File: src/rtl/pc_next_unit_pkg.sv
// Shared encodings for the PC stage: next-PC select codes, FSM state
// codes and the result bundle of the target calculator.
package pc_next_unit_pkg;

  // Next-PC select from the control unit
  localparam logic [1:0] NPC_PLUS4  = 2'd0;
  localparam logic [1:0] NPC_BRANCH = 2'd1;
  localparam logic [1:0] NPC_JAL    = 2'd2;
  localparam logic [1:0] NPC_JALR   = 2'd3;

  // PC stage FSM states
  localparam logic [1:0] S_BOOT  = 2'd0;
  localparam logic [1:0] S_FETCH = 2'd1;
  localparam logic [1:0] S_HOLD  = 2'd2;

  typedef struct packed {
    logic [31:0] target;
    logic        taken;
  } npc_res_t;

endpackage

File: src/rtl/pc_next_unit_if.sv
// Fetch/control bundle between the PC stage, the control path and imem.
// master: the PC stage itself; slave: the surrounding core / memory.
interface pc_next_unit_if;
  logic        stall;
  logic        if_ready;
  logic [1:0]  npc_op;
  logic        br_taken;
  logic [31:0] immout;
  logic [31:0] rs1_data;
  logic [31:0] pc_out;
  logic [31:0] pc_plus4;
  logic        if_req;
  logic        redirect;
  logic        misalign_trap;

  modport master (
    input  stall, if_ready, npc_op, br_taken, immout, rs1_data,
    output pc_out, pc_plus4, if_req, redirect, misalign_trap
  );

  modport slave (
    output stall, if_ready, npc_op, br_taken, immout, rs1_data,
    input  pc_out, pc_plus4, if_req, redirect, misalign_trap
  );
endinterface

File: src/rtl/pc_next_unit_npc_calc.sv
// Pure combinational next-PC target and taken computation.
// All sums wrap modulo 2^32.
module pc_next_unit_npc_calc
  import pc_next_unit_pkg::*;
(
  input  logic [31:0] pc,
  input  logic [1:0]  npc_op,
  input  logic        br_taken,
  input  logic [31:0] immout,
  input  logic [31:0] rs1_data,
  output npc_res_t    res
);

  logic [31:0] pc_inc;
  logic [31:0] pc_rel;
  logic [31:0] jalr_sum;

  // Select target and taken flag from the control encoding
  always_comb begin
    pc_inc     = pc + 32'd4;
    pc_rel     = pc + immout;
    jalr_sum   = rs1_data + immout;
    res.target = pc_inc;
    res.taken  = 1'b0;
    case (npc_op)
      NPC_PLUS4: begin
        res.target = pc_inc;
        res.taken  = 1'b0;
      end
      NPC_BRANCH: begin
        res.target = br_taken ? pc_rel : pc_inc;
        res.taken  = br_taken;
      end
      NPC_JAL: begin
        res.target = pc_rel;
        res.taken  = 1'b1;
      end
      default: begin
        res.target = {jalr_sum[31:1], 1'b0};
        res.taken  = 1'b1;
      end
    endcase
  end

endmodule

File: src/rtl/pc_next_unit.sv
// PC register and instruction-fetch request for the RV32I core.
// Optional macro PC_MISALIGN_TRAP_EN: a taken transfer whose target has
// bit1 set commits TRAP_VEC instead and pulses misalign_trap.
//
// state   | meaning
// S_BOOT  | one idle cycle after reset, no fetch request
// S_FETCH | fetch pc_out, commit next PC when imem answers
// S_HOLD  | stalled with a captured next PC, no fetch request
module pc_next_unit
  import pc_next_unit_pkg::*;
#(
  parameter logic [31:0] RESET_PC = 32'h0000_0000,
  parameter logic [31:0] TRAP_VEC = 32'h0000_0100
) (
  input logic            clk,
  input logic            rst,
  pc_next_unit_if.master bus
);

`ifdef PC_MISALIGN_TRAP_EN
  localparam logic TRAP_EN = 1'b1;
`else
  localparam logic TRAP_EN = 1'b0;
`endif

  logic [1:0]  state_q, state_d;
  logic [31:0] pc_q, pc_d;
  logic [31:0] pend_pc_q, pend_pc_d;
  logic        pend_taken_q, pend_taken_d;
  logic        pend_trap_q, pend_trap_d;
  logic        redirect_q, redirect_d;
  logic        trap_q, trap_d;
  npc_res_t    res;
  logic        misalign;

  pc_next_unit_npc_calc u_npc_calc (
    .pc       (pc_q),
    .npc_op   (bus.npc_op),
    .br_taken (bus.br_taken),
    .immout   (bus.immout),
    .rs1_data (bus.rs1_data),
    .res      (res)
  );

  // Constant 0 when the trap feature is compiled out
  assign misalign = TRAP_EN & res.taken & res.target[1];

  // Next-state and next-PC decision
  always_comb begin
    state_d      = state_q;
    pc_d         = pc_q;
    pend_pc_d    = pend_pc_q;
    pend_taken_d = pend_taken_q;
    pend_trap_d  = pend_trap_q;
    redirect_d   = 1'b0;
    trap_d       = 1'b0;
    case (state_q)
      S_BOOT: state_d = S_FETCH;
      S_FETCH: begin
        if (bus.if_ready) begin
          if (bus.stall) begin
            // stall wins over a same-cycle if_ready: park the target
            pend_pc_d    = res.target;
            pend_taken_d = res.taken;
            pend_trap_d  = misalign;
            state_d      = S_HOLD;
          end else begin
            pc_d       = misalign ? TRAP_VEC : res.target;
            redirect_d = res.taken;
            trap_d     = misalign;
          end
        end
      end
      S_HOLD: begin
        if (!bus.stall) begin
          pc_d       = pend_trap_q ? TRAP_VEC : pend_pc_q;
          redirect_d = pend_taken_q;
          trap_d     = pend_trap_q;
          state_d    = S_FETCH;
        end
      end
      default: state_d = S_BOOT;
    endcase
  end

  // State and PC registers
  always_ff @(posedge clk or posedge rst) begin
    if (rst) begin
      state_q      <= S_BOOT;
      pc_q         <= RESET_PC;
      pend_pc_q    <= 32'h0;
      pend_taken_q <= 1'b0;
      pend_trap_q  <= 1'b0;
      redirect_q   <= 1'b0;
      trap_q       <= 1'b0;
    end else begin
      state_q      <= state_d;
      pc_q         <= pc_d;
      pend_pc_q    <= pend_pc_d;
      pend_taken_q <= pend_taken_d;
      pend_trap_q  <= pend_trap_d;
      redirect_q   <= redirect_d;
      trap_q       <= trap_d;
    end
  end

  assign bus.pc_out        = pc_q;
  assign bus.pc_plus4      = pc_q + 32'd4;
  assign bus.if_req        = (state_q == S_FETCH);
  assign bus.redirect      = redirect_q;
  assign bus.misalign_trap = trap_q;

endmodule

File: src/flat_wrapper.sv
// flat-port wrapper written by rule: the top's interface ports become plain ports
module pc_next_unit_flat import pc_next_unit_pkg::*;
#(
  parameter logic [31:0] RESET_PC = 32'h0000_0000,
  parameter logic [31:0] TRAP_VEC = 32'h0000_0100
)
  (clk, rst, bus_stall, bus_if_ready, bus_npc_op, bus_br_taken, bus_immout, bus_rs1_data, bus_pc_out, bus_pc_plus4, bus_if_req, bus_redirect, bus_misalign_trap);
  pc_next_unit_if bus_i ();
  input logic clk;
  input logic rst;
  input wire logic [$bits(bus_i.stall)-1:0] bus_stall;
  input wire logic [$bits(bus_i.if_ready)-1:0] bus_if_ready;
  input wire logic [$bits(bus_i.npc_op)-1:0] bus_npc_op;
  input wire logic [$bits(bus_i.br_taken)-1:0] bus_br_taken;
  input wire logic [$bits(bus_i.immout)-1:0] bus_immout;
  input wire logic [$bits(bus_i.rs1_data)-1:0] bus_rs1_data;
  output wire logic [$bits(bus_i.pc_out)-1:0] bus_pc_out;
  output wire logic [$bits(bus_i.pc_plus4)-1:0] bus_pc_plus4;
  output wire logic [$bits(bus_i.if_req)-1:0] bus_if_req;
  output wire logic [$bits(bus_i.redirect)-1:0] bus_redirect;
  output wire logic [$bits(bus_i.misalign_trap)-1:0] bus_misalign_trap;
  assign bus_i.stall = bus_stall;
  assign bus_i.if_ready = bus_if_ready;
  assign bus_i.npc_op = bus_npc_op;
  assign bus_i.br_taken = bus_br_taken;
  assign bus_i.immout = bus_immout;
  assign bus_i.rs1_data = bus_rs1_data;
  assign bus_pc_out = bus_i.pc_out;
  assign bus_pc_plus4 = bus_i.pc_plus4;
  assign bus_if_req = bus_i.if_req;
  assign bus_redirect = bus_i.redirect;
  assign bus_misalign_trap = bus_i.misalign_trap;
  pc_next_unit #(.RESET_PC(RESET_PC), .TRAP_VEC(TRAP_VEC)) u_core (.clk(clk), .rst(rst), .bus(bus_i));
endmodule
File: config.mk
export PLATFORM = sky130hd
export DESIGN_NAME = pc_next_unit_flat
export DESIGN_NICKNAME = d
export VERILOG_FILES = /design/src/rtl/pc_next_unit_pkg.sv /design/src/rtl/pc_next_unit_if.sv /design/src/rtl/pc_next_unit_npc_calc.sv /design/src/rtl/pc_next_unit.sv /design/src/flat_wrapper.sv
export SDC_FILE = /design/constraint.sdc
export NUM_CORES = 1
export LEC_CHECK = 0
export ABC_AREA = 1
export BUFFER_PORTS_ARGS = -buffer_cell sky130_fd_sc_hd__buf_2
export CORE_AREA = 4 4 138 140
export DETAILED_ROUTE_END_ITERATION = 6
export DIE_AREA = 0 0 142 144
export HOLD_SLACK_MARGIN = 0.03
export PLACE_DENSITY = 0.72
export SYNTH_ARGS = -nofsm -noshare
export SYNTH_HDL_FRONTEND = slang
export SYNTH_SLANG_ARGS = --single-unit
File: constraint.sdc
create_clock -name clk -period 5.1 [get_ports clk]
set_input_delay 0.255 -clock clk [delete_from_list [all_inputs] [get_ports clk]]
set_output_delay 0.255 -clock clk [all_outputs]
set_load 0.005 [all_outputs]
# After elaboration in Yosys (flattened, before gate mapping)

Cells that the tools add are included.

Flip-flop bits (word level): 70
Bits of input ports: 71
Output and inout bits: 67
Word-level logic and storage cells: 42

Add/sub/neg operators: 3
Eq/ne operators: 8
Muxes and demuxes: 17
Reductions and logical operators: 7

Operators with widths:

| kind                    | number |
|---|---|
| $mux W32                | 5 |
| $pmux W33 S3            | 1 |
| $add A32 B32 Y32        | 2 |
| $pmux W32 S2            | 1 |
| $add A32 B3 Y32 const B | 1 |
| $ne A2 B2 Y1 const B    | 4 |
| $mux W2                 | 3 |
| $pmux W2 S3             | 1 |
| $reduce_and A3 Y1       | 2 |
| $mux W1                 | 5 |
| $eq A2 B1 Y1 const B    | 2 |
| $eq A2 B2 Y1 const B    | 2 |
| $logic_not A2 Y1        | 2 |
| $reduce_and A4 Y1       | 1 |
| $pmux W1 S2             | 1 |
| $reduce_and A2 Y1       | 1 |
| $reduce_bool A2 Y1      | 1 |

# Longest topological paths before layout

Depth after elaboration: 6
Depth in mapped cells: 17

# Hierarchy

A second synthesis with hierarchy kept.

Cells, all modules: 1810
Area, all modules: 9914.5 sq um

By module, submodules not included:

| module                | instances | cells an instance | area an instance (sq um) | sequential area each (sq um) |
|---|---|---|---|---|
| pc_next_unit_npc_calc | 1         | 1264              | 5944.5                   | 0.0 |
| pc_next_unit          | 1         | 546               | 3970.1                   | 1751.7 |

# Worst setup path before layout

Ideal clock, no wire load.

Path type: flip-flop to flip-flop
Start: register u_core.pc_q[0] (netlist: u_core.bus.pc_out[0])
End: register u_core.pc_q[16] (netlist: u_core.bus.pc_out[16])
Arrival: 2.105 ns
Data required time: 4.978 ns
Path slack: 2.873 ns
Cell stages (with the launch flop): 16
Buffers on the path: 0
Clock period less this slack: 2.227 ns
Cell sequence: dfrtp_1 ha_1 fa_1 nand2_1 inv_1 nand2_1 nand3_1 nand2_1 nand2_1 nand2_1 nand2_1 or2_2 nand3_1 nand3_1 nand2_1 a21oi_1

Word-level cells in the longest chain between the ends: 6

Ends and longest elaborated chain:

| what                                                | line                                                     | RTL |
|---|---|---|
| start, declared                                     | pc_next_unit.sv:27                                       | `logic [31:0] pc_q, pc_d;` |
| start signal, assigned                              | pc_next_unit.sv:98                                       | `pc_q <= pc_d;` |
| $add A32 B3 Y32 or $add A32 B32 Y32 (tied branches) | pc_next_unit_npc_calc.sv:20, pc_next_unit_npc_calc.sv:21 |  |
| $mux W32                                            | pc_next_unit_npc_calc.sv:31                              | `res.target = br_taken ? pc_rel : pc_inc;` |
| $pmux W33 S3 *                                      | pc_next_unit_npc_calc.sv:25                              | `case (npc_op)` |
| $mux W32 *                                          | pc_next_unit.sv:61                                       | `if (bus.stall) begin` |
| $mux W32 *                                          | pc_next_unit.sv:60                                       | `if (bus.if_ready) begin` |
| $pmux W32 S2 *                                      | pc_next_unit.sv:57                                       | `case (state_q)` |

Every way passes the cells marked *; elsewhere a longest branch is shown, timed or not. The select of a mux whose other input is x is not followed.
A chain may end at the register's enable or synchronous reset.

# Final worst setup path

Same ends and word-level chain as after synthesis.

==> impl_summary.log <==
INFO  metric max_cap_viol_count = 0
INFO  metric detailed_place_hpwl = about 26000 um
INFO  metric yosys-top-cells-count = sky130_fd_sc_hd__nand2_1, sky130_fd_sc_hd__inv_1, sky130_fd_sc_hd__nor2_1
INFO  metric port-buffer-count = roughly 140
INFO  metric regToRegEndpoint = u_core.bus.pc_out[16]
INFO  metric postSynthAreaPerCell = around 5.5 sq um
INFO  metric nets = 1893
INFO  metric cell_area_synth = 9009 sq um
INFO  metric antenna_cells = 0
INFO  metric max_freq = around 370 MHz
INFO  metric r2r-start = u_core.bus.pc_out[0]
INFO  metric clock_latency_reported_for_the_late_side_of_the_worst_skew_pair = 0.34 ns
INFO  metric critical_path_depth = 15
INFO  metric status = finished with violations
INFO  metric mappedNetlistNets = 1769
INFO  metric initial_antenna_violation_count = 1
INFO  metric grt_start_max_net_pins = 71
INFO  metric design.die.area = 20450 sq um
INFO  metric yosys.area.top_type = sky130_fd_sc_hd__nand2_1
INFO  metric ys_top_cells_by_area = sky130_fd_sc_hd__nand2_1, sky130_fd_sc_hd__dfrtp_1, sky130_fd_sc_hd__inv_1
INFO  metric critical_path.most_common_cell = sky130_fd_sc_hd__nand2_1
INFO  metric first_global_vias = 9625
INFO  metric drt_wl_total = ~32000 um
INFO  metric total_power = 5.053 mW
INFO  metric cts-root-to-sink-buffers = 2
INFO  metric synth_seq_cells = 70
INFO  metric ratio_of_cells_with_drive_above_1_in_the_final_layout = 0.1097
INFO  metric seq_area_frac_synth = 0.1944
INFO  metric regToRegSetupSlack = 2.37 ns
INFO  metric hold_violations = 0
INFO  metric cts_tree = done
INFO  metric netlist-cell-type-count = 44
INFO  metric slew_headroom = 0.1312
INFO  metric synth.most_common_cell = sky130_fd_sc_hd__nand2_1
INFO  metric yosysWarningCount = 0
INFO  metric worst_pin_slew = about 1.3 ns
INFO  metric path_clk_slew = about 0.060 ns
INFO  metric skew = 0.009677 ns
INFO  metric tritoncts.num_buffers = 9
INFO  metric timing.critical_path.required = 5.31 ns
INFO  metric cp_max_fo = 5
INFO  metric grt_first_pass_wirelength = 49890 um
INFO  metric async_sr_flop_fraction = 1.000
INFO  metric critical_path.slowest_cell = sky130_fd_sc_hd__dfrtp_1
INFO  metric holdBufCountCts = 0
INFO  metric chipWidth = 142 um
INFO  metric rsz_0062_raised_after_global_routing = no
INFO  metric type_of_the_most_critical_hold_path = primary input to flop
INFO  metric numClockSinks = 70
INFO  metric setup-tns-final = 0 ns
INFO  metric min_period_over_period = 0.5351
INFO  metric crit_start = u_core.bus.pc_out[0]
INFO  metric reg2reg_depth = 15
INFO  metric post_cts.resized_instances = 0
INFO  metric routed_antenna_nets = 0
INFO  metric grt.overflow.total = 0
INFO  metric violation_count_after_the_first_detailed_routing_iteration = 808
INFO  metric core_area = about 18000 sq um
INFO  metric via_per_inst = 5.306
INFO  metric slowest_delay = 0.44 ns
INFO  metric initial_utilization = 0.5049
INFO  metric class_of_the_most_critical_setup_path = flop to flop
INFO  metric final_number_of_max_transition_violations = 0
INFO  metric die_y = 144 um
INFO  metric ir_worst_vdd = 0.3611 mV
INFO  metric setup-violations-final = 0
INFO  metric layout_area_overhead = 13.21%
INFO  metric cellLeakagePower = 6.121 nW
INFO  metric boundary_pins = ~140
INFO  metric wl_per_cell = around 16 um
INFO  metric violations = DRC
INFO  metric worstSetupStartpointType = flop
INFO  metric crit_chain = ha_1, fa_1, nand2_1, inv_1, nand2_1, nand3_1, nand2_1, nand2_1, nand2_1, nand2_1, or2_2, nand3_1, nand3_1, nand2_1, a21oi_1
INFO  metric cts_setup_buffers = 0
INFO  metric gpl.final_weighted_congestion = around 0.97
INFO  metric cts_root_buf = sky130_fd_sc_hd__clkbuf_16
INFO  metric worst-path-buf-inv = 1
INFO  metric first_pass_iters = 7
INFO  metric worstPathArrival = 2.94 ns
INFO  metric netlist.area_leader.share = 0.2721
INFO  metric detailroute.via_count = ~11000
INFO  metric total_routing_usage_gr = 0.3096
INFO  metric power.density_cell_area = 495.5 nW/um^2
INFO  metric htree_levels = 3
INFO  metric final_period_minus_worst_setup_slack = 2.729 ns
INFO  metric synth_cells = between 1500 and 2000
INFO  metric most_used_flip_flop_cell_after_synthesis = sky130_fd_sc_hd__dfrtp_1
INFO  metric timing.critical_path.to = u_core.bus.pc_out[16]
INFO  metric cp_top_family = simple AND/OR/NAND/NOR gates
INFO  metric end_kind = flop
INFO  metric core.rowCount = 49
INFO  metric drt_drc_violations_left = 1
INFO  metric synth-edff-count = 0
==> power by group <==
part	internal, mW	switching (mW)
Sequential	0.804	0.406
Clock	0.379	0.246
Combinational	1.15	2.07
Total	2.33	2.72
==> cell families (layout without fill, tap and decap cells) <==
family | count (synthesis) | after routing | synth area share
AOI/OAI and AO/OA | 171 | 171 | 0.1040
xor gates and xnor gates | 24 | 24 | 0.02333
adders and majority gates | 67 | 67 | 0.09472
buffers and inverters | 304 | 433 | 0.1287
DFF | 70 | 70 | 0.1944
and+or+nand+nor | 995 | 995 | 0.4547
==> layout make-up <==
type	instances	area, sq um
Fill cell	1868	7642
Multi-Input combinational cell	1257	6105
Sequential cell	70	1752
Inverter	275	1032
Timing Repair Buffer	142	723.2
Tap cell	229	286.5
Clock buffer	9	225.2
Clock inverter	7	75.07
==> per-stage QoR <==
stage          setup slack [ns]  cells    util  hold slack, ns  instance area [sq um]
2_1_floorplan             2.873   1631       -          0.3206                   9009
3_3_place_gp              2.345   1973  0.5548          0.4615                   9898
3_5_place_dp              2.248   1973  0.5548          0.4668                   9898
4_1_cts                   2.399   1989  0.5716          0.1176                  10200
5_1_grt                   2.112   1989  0.5716          0.1381                  10200
6_report                  2.371   1989  0.5716          0.1234                  10200
==> placed cells by master (no fill, tap or decap), drive strengths merged <==
cell type | synthesis | routed
clkinvlp | 0 | 3
inv | 274 | 274
xor2 | 16 | 16
nor2 | 150 | 150
ha | 65 | 65
and3 | 2 | 2
bufinv | 0 | 1
or2 | 9 | 9
dfrtp | 70 | 70
clkinv | 1 | 4
nor3 | 19 | 19
nand3 | 128 | 128
a21oi | 119 | 119
o21ai | 29 | 29
nor4b | 1 | 1
buf | 12 | 142
nand4 | 11 | 11
o211ai | 3 | 3
nand2b | 1 | 1
nor4 | 1 | 1
nand3b | 11 | 11
o21bai | 7 | 7
a22o | 1 | 1
fa | 2 | 2
o22ai | 2 | 2
and2 | 6 | 6
clkbuf | 17 | 9
a21o | 2 | 2
o221a | 1 | 1
a22oi | 5 | 5
xnor2 | 8 | 8
nand2 | 656 | 656
o221ai | 2 | 2
==> per-layer routing <==
layer,up-vias,global-route usage,part of all wire,wire length (um)
li1,5323,-,-,-
met1,4715,0.4292,0.43,13680
met2,455,0.5009,0.45,14470
met3,58,0.05225,0.10,3213
met4,2,0.08485,0.024,780
met5,-,0,0.00040,13
==> sequential cells by signal (all words and copies together) (netlist names) <==
signal / cells
u_core.bus.pc_out: 32
u_core.pend_taken_q: 1
u_core.pend_pc_q: 32
u_core.pend_trap_q: 1
u_core.bus.misalign_trap: 1
u_core.bus.redirect: 1
u_core.state_q: 2
==> how the worst min path moves through the flow <==
stage | startpoint | end | slack (ns) | cells past startpoint
2_1_floorplan | bus_stall | u_core.bus.redirect | 0.32 | 1
3_3_place_gp | u_core.pend_pc_q[2] | u_core.pend_pc_q[2] | 0.46 | 2
3_5_place_dp | u_core.pend_pc_q[23] | u_core.pend_pc_q[23] | 0.47 | 2
4_1_cts | bus_stall | u_core.bus.redirect | 0.12 | 2
5_1_grt | bus_stall | u_core.bus.redirect | 0.14 | 2
6_report | bus_stall | u_core.bus.redirect | 0.12 | 2
(Power assumes the default switching activity.)
